`config.mk`:
```
export PLATFORM = sky130hd
export DESIGN_NAME = result_buffer_flat
export DESIGN_NICKNAME = d
export VERILOG_FILES = /design/src/rtl/result_buf_pkg.sv /design/src/rtl/result_buffer_if.sv /design/src/rtl/frame_counter.sv /design/src/rtl/result_buffer.sv /design/src/flat_wrapper.sv
export SDC_FILE = /design/constraint.sdc
export NUM_CORES = 1
export LEC_CHECK = 0
export BUFFER_PORTS_ARGS = -buffer_cell sky130_fd_sc_hd__buf_2
export CORE_MARGIN = 1.5
export CORE_UTILIZATION = 35
export CTS_CLUSTER_DIAMETER = 30
export DETAILED_ROUTE_END_ITERATION = 10
export SYNTH_ARGS = -nofsm -noshare
export SYNTH_HDL_FRONTEND = slang
export SYNTH_HIERARCHICAL = 1
export SYNTH_SLANG_ARGS = --single-unit
```
`constraint.sdc`:
```
create_clock -name clk -period 2.1 [get_ports clk]
set_clock_uncertainty 0.15 [all_clocks]
set_input_delay 0.105 -clock clk [delete_from_list [all_inputs] [get_ports clk]]
set_output_delay 0.105 -clock clk [all_outputs]
set_load 0.02 [all_outputs]
```
`src/rtl/result_buf_pkg.sv`:
```
// Shared definitions for the result buffer slice.
//   ptr_width(depth) : read/write pointer width for a DEPTH-entry store
//   cnt_width(depth) : occupancy counter width, able to hold 0..DEPTH
//   RESET_DATA_BIT   : value every stored bit takes on reset (all zeros)
package result_buf_pkg;

    localparam logic RESET_DATA_BIT = 1'b0;

    function automatic int ptr_width(input int depth);
        return (depth > 1) ? $clog2(depth) : 1;
    endfunction

    function automatic int cnt_width(input int depth);
        return $clog2(depth + 1);
    endfunction

endpackage

```
`src/rtl/result_buffer_if.sv`:
```
// Handshake and status bundle between the array output edge, the result
// buffer and the readback consumer.
//   d_in, dob       : result word and capture strobe (producer -> buffer)
//   d_out, out_valid: head-of-FIFO word and non-empty flag (buffer -> consumer)
//   out_ready       : consumer accepts d_out this cycle
//   done            : one-cycle frame completion pulse
//   count/full/empty: occupancy status
//   ovf             : sticky overflow flag
// Modports: slave = buffer side, master = surrounding logic side.
interface result_buffer_if #(
    parameter int N     = 1,
    parameter int DEPTH = 4
) ();
    import result_buf_pkg::*;

    logic [N-1:0]                  d_in;
    logic                          dob;
    logic [N-1:0]                  d_out;
    logic                          out_valid;
    logic                          out_ready;
    logic                          done;
    logic [cnt_width(DEPTH)-1:0]   count;
    logic                          full;
    logic                          empty;
    logic                          ovf;

    modport slave (
        input  d_in, dob, out_ready,
        output d_out, out_valid, done, count, full, empty, ovf
    );

    modport master (
        output d_in, dob, out_ready,
        input  d_out, out_valid, done, count, full, empty, ovf
    );

endinterface

```
`src/rtl/frame_counter.sv`:
```
// Counts accepted words within a result frame and pulses done for one cycle
// after the frame's last word is accepted.
//   clk   : rising-edge clock
//   reset : synchronous, active-high reset
//   inc   : one word accepted this cycle
//   done  : registered; high in the cycle after the FRAME_LEN-th increment
module frame_counter #(
    parameter int FRAME_LEN = 4
) (
    input  logic clk,
    input  logic reset,
    input  logic inc,
    output logic done
);

    // Width holds 0..FRAME_LEN so FRAME_LEN=1 still gets a 1-bit counter.
    localparam int CW = $clog2(FRAME_LEN + 1);
    localparam logic [CW-1:0] LAST = CW'(FRAME_LEN - 1);

    logic [CW-1:0] cnt;

    always_ff @(posedge clk) begin
        if (reset) begin
            cnt  <= '0;
            done <= 1'b0;
        end else if (inc) begin
            if (cnt == LAST) begin
                cnt  <= '0;
                done <= 1'b1;
            end else begin
                cnt  <= cnt + 1'b1;
                done <= 1'b0;
            end
        end else begin
            done <= 1'b0;
        end
    end

endmodule

```
`src/rtl/result_buffer.sv`:
```
// Capture buffer for systolic-array result words: a DEPTH-entry circular
// FIFO with show-ahead output, per-frame done pulse and occupancy status.
//   clk   : rising-edge clock
//   reset : synchronous, active-high reset; clears storage, pointers, status
//   bus   : result_buffer_if slave modport (d_in/dob in, d_out/out_valid/
//           out_ready handshake out, done, count, full, empty, ovf)
// Build option: define RESULT_BUF_OVF_EN to make ovf a sticky flag set by a
// write dropped while full; otherwise ovf is tied low.
module result_buffer
    import result_buf_pkg::*;
#(
    parameter int N         = 1,
    parameter int DEPTH     = 4,
    parameter int FRAME_LEN = 4
) (
    input  logic            clk,
    input  logic            reset,
    result_buffer_if.slave  bus
);

    localparam int PW = ptr_width(DEPTH);
    localparam int CW = cnt_width(DEPTH);

    logic [N-1:0]  mem [DEPTH];
    logic [PW-1:0] wr_ptr_q;
    logic [PW-1:0] rd_ptr_q;
    logic [CW-1:0] count_q;
    logic [CW-1:0] count_d;
    logic          full_q;
    logic          empty_q;
    logic          pop;
    logic          push;

    assign pop  = !empty_q && bus.out_ready;
    // A write into a full buffer only fits if the head leaves this cycle.
    assign push = bus.dob && (!full_q || pop);

    always_comb begin
        count_d = count_q;
        case ({push, pop})
            2'b10:   count_d = count_q + 1'b1;
            2'b01:   count_d = count_q - 1'b1;
            default: count_d = count_q;
        endcase
    end

    always_ff @(posedge clk) begin
        if (reset) begin
            for (int i = 0; i < DEPTH; i++) begin
                mem[i] <= {N{RESET_DATA_BIT}};
            end
            wr_ptr_q <= '0;
            rd_ptr_q <= '0;
            count_q  <= '0;
            full_q   <= 1'b0;
            empty_q  <= 1'b1;
        end else begin
            if (push) begin
                mem[wr_ptr_q] <= bus.d_in;
                wr_ptr_q      <= wr_ptr_q + 1'b1;
            end
            if (pop) begin
                rd_ptr_q <= rd_ptr_q + 1'b1;
            end
            count_q <= count_d;
            full_q  <= (count_d == CW'(DEPTH));
            empty_q <= (count_d == '0);
        end
    end

    assign bus.d_out     = mem[rd_ptr_q];
    assign bus.out_valid = !empty_q;
    assign bus.count     = count_q;
    assign bus.full      = full_q;
    assign bus.empty     = empty_q;

`ifdef RESULT_BUF_OVF_EN
    logic ovf_q;

    always_ff @(posedge clk) begin
        if (reset) begin
            ovf_q <= 1'b0;
        end else if (bus.dob && full_q && !pop) begin
            ovf_q <= 1'b1;
        end
    end

    assign bus.ovf = ovf_q;
`else
    assign bus.ovf = 1'b0;
`endif

    frame_counter #(
        .FRAME_LEN (FRAME_LEN)
    ) u_frame_counter (
        .clk   (clk),
        .reset (reset),
        .inc   (push),
        .done  (bus.done)
    );

endmodule

```
`src/flat_wrapper.sv`:
```
// flat-port wrapper written by rule: the top's interface ports become plain ports
module result_buffer_flat import result_buf_pkg::*;
#(
    parameter int N         = 1,
    parameter int DEPTH     = 4,
    parameter int FRAME_LEN = 4
)
  (clk, reset, bus_d_in, bus_dob, bus_out_ready, bus_d_out, bus_out_valid, bus_done, bus_count, bus_full, bus_empty, bus_ovf);
  result_buffer_if #(.N(N), .DEPTH(DEPTH)) bus_i ();
  input  logic clk;
  input  logic reset;
  input wire logic [$bits(bus_i.d_in)-1:0] bus_d_in;
  input wire logic [$bits(bus_i.dob)-1:0] bus_dob;
  input wire logic [$bits(bus_i.out_ready)-1:0] bus_out_ready;
  output wire logic [$bits(bus_i.d_out)-1:0] bus_d_out;
  output wire logic [$bits(bus_i.out_valid)-1:0] bus_out_valid;
  output wire logic [$bits(bus_i.done)-1:0] bus_done;
  output wire logic [$bits(bus_i.count)-1:0] bus_count;
  output wire logic [$bits(bus_i.full)-1:0] bus_full;
  output wire logic [$bits(bus_i.empty)-1:0] bus_empty;
  output wire logic [$bits(bus_i.ovf)-1:0] bus_ovf;
  assign bus_i.d_in = bus_d_in;
  assign bus_i.dob = bus_dob;
  assign bus_i.out_ready = bus_out_ready;
  assign bus_d_out = bus_i.d_out;
  assign bus_out_valid = bus_i.out_valid;
  assign bus_done = bus_i.done;
  assign bus_count = bus_i.count;
  assign bus_full = bus_i.full;
  assign bus_empty = bus_i.empty;
  assign bus_ovf = bus_i.ovf;
  result_buffer #(.N(N), .DEPTH(DEPTH), .FRAME_LEN(FRAME_LEN)) u_core (.clk(clk), .reset(reset), .bus(bus_i));
endmodule
```
==> metrics.cfg <==
[synth]
async_flop_share=0
synth_top_family_by_area=simple AND/OR/NAND/NOR gates
synth_ff_type=dfxtp_1
postSynthCellCount=84
synth_xor_area_frac=0.0489
syn_area_um2=896
synth_mux_area_frac=0.0726
synth-seq-cells=19
synth-edff-count=4
synth_area_per_cell_um2=10.7
yosys_warnings=6
yosysSeqAreaShare=0.469
ys_types=34
syn_nets=92
synth_compound_area_frac=0.115
synth_fa_ha_area_frac=0.0503
synth_simple_gate_area_frac=0.162

[cts]
numCtsBuffers=3
numClockSinks=19
cts_tree=built
clk_latency_ps=300
cts_buffer_depth=2
h-tree-depth=1
cts_root_buf=clkbuf_4
cts-hold-fix-buffers=0
path_clk_slew_ps=110

[die]
die_height_um=53.6
io_pins=14
die_w_um=53.6
die-area_mm2=0.00287
core_mm2=0.00245
row_count=18
initial_core_util=0.365

[global_routing]
grt_pass1_vias=613
grt-ovfl-total=0
antenna_found_initial=0
grt_max_degree=22
grt_pass1_wl_mm=2.55
track_usage=0.129

[run]
maxCapViolCount=0

[route]
via_per_inst=4.83
drt_pass1_iterations=4
wl_per_cell_um=11.3
drt_wl_total_mm=1.48
vias=628
ant_nets=0
drc=0
drt_iter0_markers=11

[layout]
layout-drive-gt1-share=0.330
n_antenna_cell=0
final_cells=130
final_nets=109
area_growth_pct=16.3
fin_area_mm2=0.00104

[sta]
rsz0062_at_grt=yes
max_freq_mhz=473
hold_viol_final=0
post-route-period-util=1.01
setup_slack_ps=-12.8
finalCriticalPeriod_ps=2110
setup_viol=1
drv_slew=0

[status]
status=complete, but fails checks
violations=setup timing

[setup_path]
r2r-start=u_core/bus.empty$_SDFF_PP1_
crit_path_end_kind=register
path_max_fanout=3
path_delay_family=adder cells
path_class=reg -> reg
slowest_stage=fa_2
worstPathRequired_ps=2180
crit_chain=nand2b_4 > a21boi_4 > inv_2 > ha_4 > fa_2 > xnor2_2 > or3_4 > a211oi_2
critPathLaunch=u_core/bus.empty$_SDFF_PP1_
arrival_ps=2190
start_kind=register
worst_path_largest_cell_delay_ps=350
crit_buf_inv=1

[placed_design]
port_buffers=12
place.gp.congestion=0.739
dp.cells=126
dp_hpwl_mm=1.12
place_area_mm2=0.00101

[min_path]
hp-class=in -> reg
min_from=reset

[power_and_ir_drop]
p_leak_nw=0.460
ir_worst_vdd_v=0.000492
power.density_mw_per_mm2=951
total_power_mw=0.991

cells in the mapped netlist (3+ instances only):
| library cell | number | area [um2] |
|---|---|---|
| dfxtp_1 | 15 | 300 |
| nor2_1 | 11 | 41.3 |
| inv_1 | 6 | 22.5 |
| edfxtp_1 | 4 | 120 |
| nor3_1 | 4 | 20.0 |
| a21oi_1 | 3 | 15.0 |
| xor2_1 | 3 | 26.3 |
per-layer routing:
metal,wire length [um],vias to the layer above,global-route usage
met5,0,-,0
met2,719,16,0.228
met4,17,0,0.0513
li1,-,315,-
met3,100,2,0.0639
met1,637,295,0.128
stage by stage:
step / TNS, ps / hold slack (ps) / utilization / worst slack [ps]
2_1_floorplan: -232 / 17.4 / - / -127
3_3_place_gp: 0 / 274 / 0.412 / 28.9
3_5_place_dp: -5.29 / 281 / 0.412 / -5.29
4_1_cts: -7.37 / 41.8 / 0.425 / -7.37
5_1_grt: -90.1 / 66.5 / 0.425 / -64.1
6_report: -12.8 / 45.9 / 0.425 / -12.8
path summary, 6_finish.rpt:
check	end	slack [ps]	cells after the start
worst max-delay path	u_core/bus.full$_SDFF_PP0_	-10	8
worst min-delay path	u_core/u_frame_counter/cnt[1]$_SDFFE_PP0P_	50	2
worst max register to register	u_core/bus.full$_SDFF_PP0_	-10	8
worst min register to register	u_core/u_frame_counter/done$_SDFF_PP0_	300	1
cell families (layout without fill, tap and decap cells):
group,Yosys count,in the layout
AOI/OAI and AO/OA,13,13
xor gates and xnor gates,5,5
adders and majority gates,3,3
buffers and inverters,11,27
DFF,19,19
muxes,5,5
other,1,1
and+or+nand+nor,27,27
power by group:
group	switching, mW	total [mW]	internal, mW
clock network	0.111	0.185	0.0740
registers	0.0438	0.468	0.424
logic	0.178	0.338	0.160
total	0.333	0.991	0.658
timing repair:
action,in CTS,in global routing
setup buffers,0,0
gates resized for setup,1,0
hold endpoints to repair,0,0
endpoints found under the setup margin,1,2
pin swaps,1,1
cell type report:
type                            instances  area [um2]
Inverter                                7        26.3
Timing Repair Buffer                   16        90.1
Fill cell                             241        1410
Sequential cell                        19         422
Multi-Input combinational cell         54         440
Tap cell                               30        37.5
Clock buffer                            4        26.3
placed cells by master, fill, tap and decap left out, drive strengths merged, types with 3 or more instances in the layout:
| cell | instances |
|---|---|
| xor2 | 3 |
| buf | 16 |
| nor3 | 4 |
| clkbuf | 4 |
| edfxtp | 4 |
| nor2 | 11 |
| a21oi | 4 |
| inv | 7 |
| dfxtp | 15 |
| nand2b | 3 |
Note: power is estimated with default switching activity, not from simulation.
